<file path="config.mk">
export PLATFORM = sky130hd
export DESIGN_NAME = cic_comp_fir
export DESIGN_NICKNAME = d
export VERILOG_FILES = /design/src/rtl/cic_pkg.sv /design/src/rtl/cic_comp_fir_mac.sv /design/src/rtl/cic_comp_fir.sv
export SDC_FILE = /design/constraint.sdc
export NUM_CORES = 1
export LEC_CHECK = 0
export BUFFER_PORTS_ARGS = -buffer_cell sky130_fd_sc_hd__buf_4
export CORE_ASPECT_RATIO = 1.4
export CORE_UTILIZATION = 59
export DETAILED_ROUTE_END_ITERATION = 10
export GPL_TIMING_DRIVEN = 0
export HOLD_SLACK_MARGIN = 0.06
export PLACE_DENSITY = 0.74
export SLEW_MARGIN = 10
export SYNTH_ARGS = -nofsm -noshare
export SYNTH_HDL_FRONTEND = slang
export SYNTH_HIERARCHICAL = 1
export SYNTH_SLANG_ARGS = --single-unit
</file>
<file path="constraint.sdc">
create_clock -name clk -period 9.1 [get_ports clk]
set_clock_uncertainty 0.15 [all_clocks]
set_input_delay 1.82 -clock clk [delete_from_list [all_inputs] [get_ports clk]]
set_output_delay 1.82 -clock clk [all_outputs]
set_load 0.005 [all_outputs]
</file>
<file path="src/rtl/cic_pkg.sv">
// Shared definitions for the CIC decimation chain: compensation FIR taps,
// its FSM state type and the rounding/saturation helper.
package cic_pkg;

    localparam int COMP_NTAPS = 15;
    localparam int COMP_CW    = 16;

    // Half of the symmetric Q1.15 tap set, centre tap last; DC gain ~1.25.
    localparam logic signed [COMP_CW-1:0] COMP_COEF [COMP_NTAPS/2+1] = '{
        -16'sd200, 16'sd300, -16'sd600, 16'sd1200,
        -16'sd2200, 16'sd4000, 16'sd6000, 16'sd24000
    };

    typedef enum logic [1:0] {ST_IDLE, ST_MAC, ST_HOLD} comp_state_t;

    // Round-half-up by 2^(cw-1), then clamp to a signed dw-bit range.
    function automatic logic signed [63:0] sat_round(input logic signed [63:0] acc,
                                                     input int dw, input int cw);
        logic signed [63:0] r, hi, lo;
        r  = (acc + (64'sd1 <<< (cw - 2))) >>> (cw - 1);
        hi = (64'sd1 <<< (dw - 1)) - 64'sd1;
        lo = -(64'sd1 <<< (dw - 1));
        if (r > hi)
            r = hi;
        else if (r < lo)
            r = lo;
        return r;
    endfunction

endpackage

</file>
<file path="src/rtl/cic_comp_fir_mac.sv">
// Symmetric pre-add, single multiplier and accumulator for the serial
// compensation FIR.
module comp_mac #(
    parameter int DW   = 16,
    parameter int CW   = 16,
    parameter int ACCW = 36
) (
    input  logic                   clk,
    input  logic                   reset_n,
    input  logic                   clr,
    input  logic                   en,
    input  logic signed [DW-1:0]   xa,
    input  logic signed [DW-1:0]   xb,
    input  logic signed [CW-1:0]   coef,
    input  logic                   centre,
    output logic signed [ACCW-1:0] acc
);

    logic signed [DW:0]    pre;
    logic signed [DW+CW:0] prod;

    // One extra bit so the pre-add of two full-scale samples cannot wrap.
    always_comb begin
        pre = (DW+1)'(xa);
        if (!centre)
            pre = pre + (DW+1)'(xb);
    end

    assign prod = (DW+CW+1)'(pre) * (DW+CW+1)'(coef);

    always_ff @(posedge clk) begin
        if (!reset_n)
            acc <= '0;
        else if (clr)
            acc <= '0;
        else if (en)
            acc <= acc + ACCW'(prod);
    end

endmodule

</file>
<file path="src/rtl/cic_comp_fir.sv">
// CIC droop-compensation FIR: symmetric odd-length taps, one MAC per cycle,
// valid/ready on both sides, optional bypass.
module cic_comp_fir
    import cic_pkg::*;
#(
    parameter int DW    = 16,
    parameter int NTAPS = COMP_NTAPS,
    parameter int CW    = COMP_CW
) (
    input  logic                 clk,
    input  logic                 reset_n,
    input  logic                 bypass,
    input  logic                 in_valid,
    output logic                 in_ready,
    input  logic signed [DW-1:0] in_data,
    output logic                 out_valid,
    input  logic                 out_ready,
    output logic signed [DW-1:0] out_data
);

    localparam int M    = (NTAPS + 1) / 2;
    localparam int ACCW = DW + 1 + CW + $clog2(M);
    localparam int KW   = $clog2(M);
    localparam int XW   = $clog2(NTAPS);
    localparam logic [KW-1:0] KLAST = KW'(M - 1);

    if ((NTAPS % 2) == 0 || NTAPS < 3) begin : g_bad_ntaps
        $error("cic_comp_fir: NTAPS must be odd and >= 3");
    end
    if (NTAPS != COMP_NTAPS || CW != COMP_CW) begin : g_bad_coef
        $error("cic_comp_fir: NTAPS/CW must match the cic_pkg coefficient set");
    end

    comp_state_t            state, state_nxt;
    logic signed [DW-1:0]   x [NTAPS];
    logic [KW-1:0]          k;
    logic                   byp_q;
    logic signed [DW-1:0]   byp_data;
    logic signed [ACCW-1:0] acc;
    logic                   accept, last;
    logic [XW-1:0]          ia, ib;

    assign in_ready  = (state == ST_IDLE);
    assign out_valid = (state == ST_HOLD);
    assign accept    = in_valid && in_ready;
    assign last      = (state == ST_MAC) && (k == KLAST);
    assign ia        = XW'(k);
    assign ib        = XW'(NTAPS - 1) - XW'(k);

    always_ff @(posedge clk) begin
        if (!reset_n)
            state <= ST_IDLE;
        else
            state <= state_nxt;
    end

    always_comb begin
        state_nxt = state;
        unique case (state)
            ST_IDLE: if (in_valid) state_nxt = bypass ? ST_HOLD : ST_MAC;
            ST_MAC:  if (k == KLAST) state_nxt = ST_HOLD;
            ST_HOLD: if (out_ready) state_nxt = ST_IDLE;
            default: state_nxt = ST_IDLE;
        endcase
    end

    // Delay line advances on every accept, bypassed samples included.
    always_ff @(posedge clk) begin
        if (!reset_n) begin
            for (int i = 0; i < NTAPS; i++)
                x[i] <= '0;
            k        <= '0;
            byp_q    <= 1'b0;
            byp_data <= '0;
        end else if (accept) begin
            x[0] <= in_data;
            for (int i = 1; i < NTAPS; i++)
                x[i] <= x[i-1];
            k        <= '0;
            byp_q    <= bypass;
            byp_data <= in_data;
        end else if (state == ST_MAC && !last) begin
            k <= k + 1'b1;
        end
    end

    comp_mac #(.DW(DW), .CW(CW), .ACCW(ACCW)) u_mac (
        .clk     (clk),
        .reset_n (reset_n),
        .clr     (accept),
        .en      (state == ST_MAC),
        .xa      (x[ia]),
        .xb      (x[ib]),
        .coef    (COMP_COEF[k]),
        .centre  (last),
        .acc     (acc)
    );

    // acc is frozen outside MAC, so the rounded result is stable through HOLD
    // and reads as zero straight after reset.
    assign out_data = byp_q ? byp_data : DW'(sat_round(64'(acc), DW, CW));

endmodule

</file>
# Word level (Yosys, flattened, before mapping)

Memories as Yosys holds them, arrays and structs flattened. A register that Yosys moved wholly into a read port is not among the register bits.
Index checks and enable logic that the tools add are counted.

Flip-flop bits (word level): 58
Memory bits (writable): 240
ROM bits: 128
Output and inout port bits: 18
Word-level logic and storage cells: 78
Memories kept: 2

Memory list:

| name             | depth | width | rd ports | clocked after memory_dff | wr ports | RTL line           | source |
|---|---|---|---|---|---|---|---|
| x                | 15    | 16    | 16       | 1                        | 15       | cic_comp_fir.sv:35 | `logic signed [DW-1:0] x [NTAPS];` |
| (name not given) | 8     | 16    | 1        | 0                        | 0        | cic_comp_fir.sv:94 | `.coef (COMP_COEF[k]),` |

Add/sub/neg operators: 5
Multiply operators: 1
Order comparisons: 3
Eq/ne operators: 6
Muxes and demuxes: 32
Bitwise gates (word level): 17
Reduce and logical (&&, ||, !) cells: 7

Operator list:

| kind                                                                              | number |
|---|---|
| 16-bit 2-to-1 mux                                                                 | 20 |
| 36-bit by 16-bit adder with 37-bit output, second input constant                  | 1 |
| 36-bit by 33-bit adder with 36-bit output                                         | 1 |
| 17-bit by 16-bit multiplier with 33-bit output                                    | 1 |
| 22-bit by 16-bit greater-than comparator with 1-bit output, second input constant | 1 |
| 22-bit by 16-bit < comparator with 1-bit output, second input constant            | 1 |
| 16-bit by 16-bit adder with 17-bit output                                         | 1 |
| 17-bit 2-to-1 mux                                                                 | 1 |
| 1-bit bitwise OR                                                                  | 15 |
| 2-bit 2-to-1 mux                                                                  | 4 |
| 4-bit 2-to-1 mux                                                                  | 2 |
| 2-bit case mux with 3 select lines                                                | 1 |
| 4-bit >= comparator, second input constant                                        | 1 |
| 1-bit 2-to-1 mux                                                                  | 4 |
| 2-bit inequality test, second input constant                                      | 2 |
| 3-bit inverter with 4-bit output                                                  | 1 |
| 4-bit by 3-bit subtractor with 4-bit output, first input constant                 | 1 |
| 3-bit by 1-bit adder with 3-bit output, second input constant                     | 1 |
| 3-bit == test, second input constant                                              | 1 |
| 1-bit logical AND                                                                 | 3 |
| 3-bit AND reduction                                                               | 1 |
| 2-bit by 1-bit == test with 1-bit output, second input constant                   | 1 |
| 2-bit == test, second input constant                                              | 1 |
| 2-bit logical NOT                                                                 | 1 |
| 4 further kinds                                                                   | 4 |

# Depth between registers and ports, before layout

Depth in word-level cells: 6
Mapped depth: 43
Gate-level depth less buffers: 39

# By module

The synthesis kept the hierarchy.

Modules (own cells, without submodules):

| module       | times used | cells each | area an instance (um^2) | sequential area each (um^2) |
|---|---|---|---|---|
| comp_mac     | 1          | 1,678      | 14,799.2                | 720.7 |
| cic_comp_fir | 1          | 1,025      | 13,604.3                | 7,707.4 |

# Least setup slack after synthesis

No wires, ideal clock.

Path kind: register to register
Start point: register k[0]
End point: register u_mac.acc[35]
Setup time: 69 ps
Arrival: 9,434 ps
Path slack: -553 ps
Stages on the path, launching flop included: 38
Path buffers: 4
Path through: dfxtp_1 -> clkbuf_1 -> buf_2 -> buf_2 -> inv_1 -> ha_1 -> clkbuf_1 -> mux4_2 -> mux2i_1 -> o21ai_0 -> ha_1 -> a21o_1 -> a21oi_2 -> o21bai_1 -> a21bo_1 -> and3_4 -> o31a_1 -> mux2_4 -> (+2 left out) -> fa_1 -> inv_1 -> fa_1 -> inv_1 -> fa_1 -> fa_1 -> inv_1 -> fa_1 -> inv_1 -> ha_1 -> and4_1 -> and4_1 -> a221oi_2 -> nand3_1 -> a41oi_1 -> o21ai_1 -> xnor3_1 -> o21ai_1

Longest elaborated chain between the ends: 6
Elaborated cells on any way between the ends: 12

Ends and longest elaborated chain:

| item                                                                                                   | RTL line                                   | source |
|---|---|---|
| start, declared                                                                                        | cic_comp_fir.sv:36                         | `logic [KW-1:0] k;` |
| start signal, assigned                                                                                 | cic_comp_fir.sv:83                         | `k <= k + 1'b1;` |
| 4-bit by 3-bit subtractor with 4-bit output / 3-bit inverter with 4-bit output (equally long branches) | cic_comp_fir.sv:48, cic_comp_fir.sv:94     |  |
| memory 15 x 16 bit / memory 8 x 16 bit (equally long branches)                                         | n/a                                        |  |
| 16-bit by 16-bit adder with 17-bit output / 16-bit 2-to-1 mux (equally long branches)                  | cic_comp_fir_mac.sv:26, cic_comp_fir.sv:94 |  |
| 17-bit 2-to-1 mux / 16-bit 2-to-1 mux (equally long branches)                                          | cic_comp_fir_mac.sv:25, cic_comp_fir.sv:94 |  |
| 17-bit by 16-bit multiplier with 33-bit output (*)                                                     | cic_comp_fir_mac.sv:29                     | `assign prod = (DW+CW+1)'(pre) * (DW+CW+1)'(coef);` |
| 36-bit by 33-bit adder with 36-bit output (*)                                                          | cic_comp_fir_mac.sv:37                     | `acc <= acc + ACCW'(prod);` |
| end signal, assigned                                                                                   | cic_comp_fir_mac.sv:37                     |  |
| end, declared                                                                                          | cic_comp_fir_mac.sv:16                     | `output logic signed [ACCW-1:0] acc` |

Mark *: on every way between the ends. The rest lies on a longest branch, timed or not. The select of a mux whose other input is x is not followed.
A chain may end at the register's enable or synchronous reset.

# Final worst setup path

Start point: register k[0]
End point: register u_mac.acc[33]

The elaborated chain is that of the path after synthesis.

==> flow_metrics.env <==
export IMPL_outcome="complete, but fails checks"
export IMPL_violations="negative setup slack"
export IMPL_grt_usage=0.340
export IMPL_rr_worst_depth=38
export IMPL_required_ps=9400
export IMPL_fillers=3542
export IMPL_seq_area_frac_synth=0.297
export IMPL_holdCritPathClass="reg -> reg"
export IMPL_start_util=0.601
export IMPL_cts_buffers=31
export IMPL_crit_type="reg -> reg"
export IMPL_place_hpwl_um=62400
export IMPL_finalWorstSetupSlack_ps=-395
export IMPL_finalCritPeriodShare=1.04
export IMPL_dp_cells=3386
export IMPL_antenna_found_initial=1
export IMPL_min_period_ps=9490
export IMPL_tightest_slew_ps=1210
export IMPL_cts_root_buf="clkbuf_16"
export IMPL_finalSetupTns_ps=-3730
export IMPL_grt_pass1_wl_um=126000
export IMPL_final_hold_viol_count=0
export IMPL_synth_cells=2703
export IMPL_postRouteAntennaNets=0
export IMPL_final_core_util=0.690
export IMPL_timing_rr_start="k[0]$_SDFFE_PP0P_"
export IMPL_stdcell_count=3517
export IMPL_crit_path_top_delay_cell="fa_1"
export IMPL_firstDrtPassIters=5
export IMPL_ys_async_sr_fraction=0
export IMPL_synth_distinct_cells=81
export IMPL_ys_flop_type="edfxtp_1"
export IMPL_clk_pin_slew_ps=70
export IMPL_cp_max_fo=6
export IMPL_hold_path_depth=2
export IMPL_finalWirelength_um=82300
export IMPL_min_to="byp_data[10]$_SDFFE_PN0P_"
export IMPL_die_h_um=262
export IMPL_critPathMaxStageDelay_ps=510
export IMPL_nets=3348
export IMPL_synth_edff_count=240
export IMPL_max_cap_violations=0
export IMPL_port_buffers=38
export IMPL_syn2layout_area_growth_pct=14.8
export IMPL_clk_latency_ps=600
export IMPL_layout_drive_gt1_share=0.169
export IMPL_worstReg2RegEnd="u_mac/acc[33]$_SDFFE_PP0P_"
export IMPL_syn_area_um2=28400
export IMPL_rsz0062_at_grt="true"
export IMPL_grt_max_degree=70
export IMPL_grt_overflow=0
export IMPL_avgSynthCellArea_um2=10.5
export IMPL_crit_path_end_kind="flip-flop"
export IMPL_vias=21358
export IMPL_cp_arrival_ps=9800
export IMPL_start_kind="flip-flop"
export IMPL_via_per_inst=6.07
export IMPL_max_clock_freq_mhz=105
export IMPL_setup_viol=18
export IMPL_coreArea_um2=47300
export IMPL_grt_pass1_vias=22319
export IMPL_first_iter_violations=1643
export IMPL_die_w_um=187
export IMPL_mostFrequentLayoutCells="inv_1, fa_1, edfxtp_1, nand2_1, and2_1"
export IMPL_die_area_um2=49000
export IMPL_worst_path_buf_inv=10
export IMPL_ctsLongestPathBuffers=3
export IMPL_post_drt_wl_per_cell_um=23.4
export IMPL_min_from="byp_data[10]$_SDFFE_PN0P_"
export IMPL_maxSlewViolCount=0
export IMPL_crit_top_cell="fa_1"
export IMPL_fin_hold_ws_ps=331
export IMPL_regToRegSetupSlack_ps=-390
export IMPL_ys_seq_elements=301
export IMPL_ys_warn_count=6
export IMPL_cts_tree="yes"
export IMPL_slew_headroom=0.168
export IMPL_clock_sinks=301
export IMPL_layout_commonest_cell="inv_1"
export IMPL_htreeDepth=1
export IMPL_crit_family="adder cells"
export IMPL_drc=0
export IMPL_row_count=94
export IMPL_gp_congestion=0.952
export IMPL_ioPinCount=39
logic make-up after synthesis:
family / after synthesis / synth area share
compound gates: 310 / 0.0722
xor+xnor: 56 / 0.0178
fa+ha+maj: 458 / 0.286
buf+inv: 608 / 0.0818
flops: 301 / 0.297
mux: 150 / 0.0891
other cells: 1 / 0.000132
simple gates: 819 / 0.156
cell type report:
cell class | count | area, µm² | share of cell area
timing repair buffer | 119 | 1080 | 0.0330
antenna | 1 | 2.50 | 0.0000768
multi-input combinational | 1811 | 18600 | 0.572
clock inverter | 18 | 231 | 0.00710
sequential | 301 | 8430 | 0.259
tap | 624 | 781 | 0.0239
inverter | 456 | 1720 | 0.0527
buffer | 149 | 892 | 0.0274
clock buffer | 38 | 822 | 0.0252
cell usage after synthesis, drive strengths merged (9+ instances only):
master,n,area (µm²)
xor2,14,123
nor2b,25,156
o21a,15,114
mux4,80,1800
clkbuf,117,440
a21o,18,135
fa,320,6410
nor3b,20,150
mux2,19,218
inv,456,1710
nand3b,12,90.1
o21ai,97,485
mux2i,51,510
a32o,9,90.1
nor3,14,70.1
and2,196,1230
edfxtp,240,7210
xnor2,41,359
ha,138,1730
o21bai,9,67.6
nand2b,18,113
a211oi,9,80.1
a21oi,73,373
and3,168,1060
nand2,237,890
nand3,21,105
dfxtp,61,1220
a21boi,21,158
buf,35,173
nor2,79,297
a2bb2oi,15,131
what timing repair did:
action	CTS	global route
hold buffers	0	0
pin swaps	70	94
cloned	2	1
gates resized for setup	223	103
endpoints found under the setup margin	27	24
buffers inserted	52	22
routing by layer:
metal | up-vias | wire, µm | global-route usage
li1 | 9285 | - | -
met2 | 1103 | 40500 | 0.582
met1 | 10646 | 29300 | 0.394
met4 | 2 | 6740 | 0.241
met5 | - | 13 | 0
met3 | 322 | 5730 | 0.0537
state kept, by name, summed over array words and instances (netlist names), named ones only:
signal,cells
x,240
u_mac/acc,36
byp_data,16
k,3
state,2
byp_q,1
worst max-delay path by stage:
stage / start / end / slack [ps] / cells after the start
6_report: k[0]$_SDFFE_PP0P_ / u_mac/acc[33]$_SDFFE_PP0P_ / -390 / 38
4_1_cts: k[0]$_SDFFE_PP0P_ / u_mac/acc[27]$_SDFFE_PP0P_ / -250 / 41
3_5_place_dp: k[0]$_SDFFE_PP0P_ / u_mac/acc[35]$_SDFFE_PP0P_ / -2750 / 38
3_3_place_gp: k[0]$_SDFFE_PP0P_ / u_mac/acc[35]$_SDFFE_PP0P_ / -2600 / 38
2_1_floorplan: k[0]$_SDFFE_PP0P_ / u_mac/acc[35]$_SDFFE_PP0P_ / 1 / 37
5_1_grt: k[0]$_SDFFE_PP0P_ / u_mac/acc[33]$_SDFFE_PP0P_ / -600 / 38
metrics by stage:
step / cell area (µm²) / setup WS [ps]
after floorplan: 28500 / 0.991
after global placement: 29600 / -2600
after detailed placement: 29700 / -2750
after CTS: 32100 / -248
after global routing: 32600 / -597
final: 32600 / -395
worst register-to-register path: cells and delay by family, from the launching register on:
family | cells | cell delay, ps
xor gates and xnor gates | 1 | 60
and+or+nand+nor | 6 | 1010
AOI/OAI and AO/OA | 8 | 1880
adders and majority gates | 9 | 3870
muxes | 4 | 1080
buffers and inverters | 10 | 940
DFF | 1 | 360
Power is not shown: default switching activity piles up to over one toggle a cycle in this logic, so the estimate is an artifact.
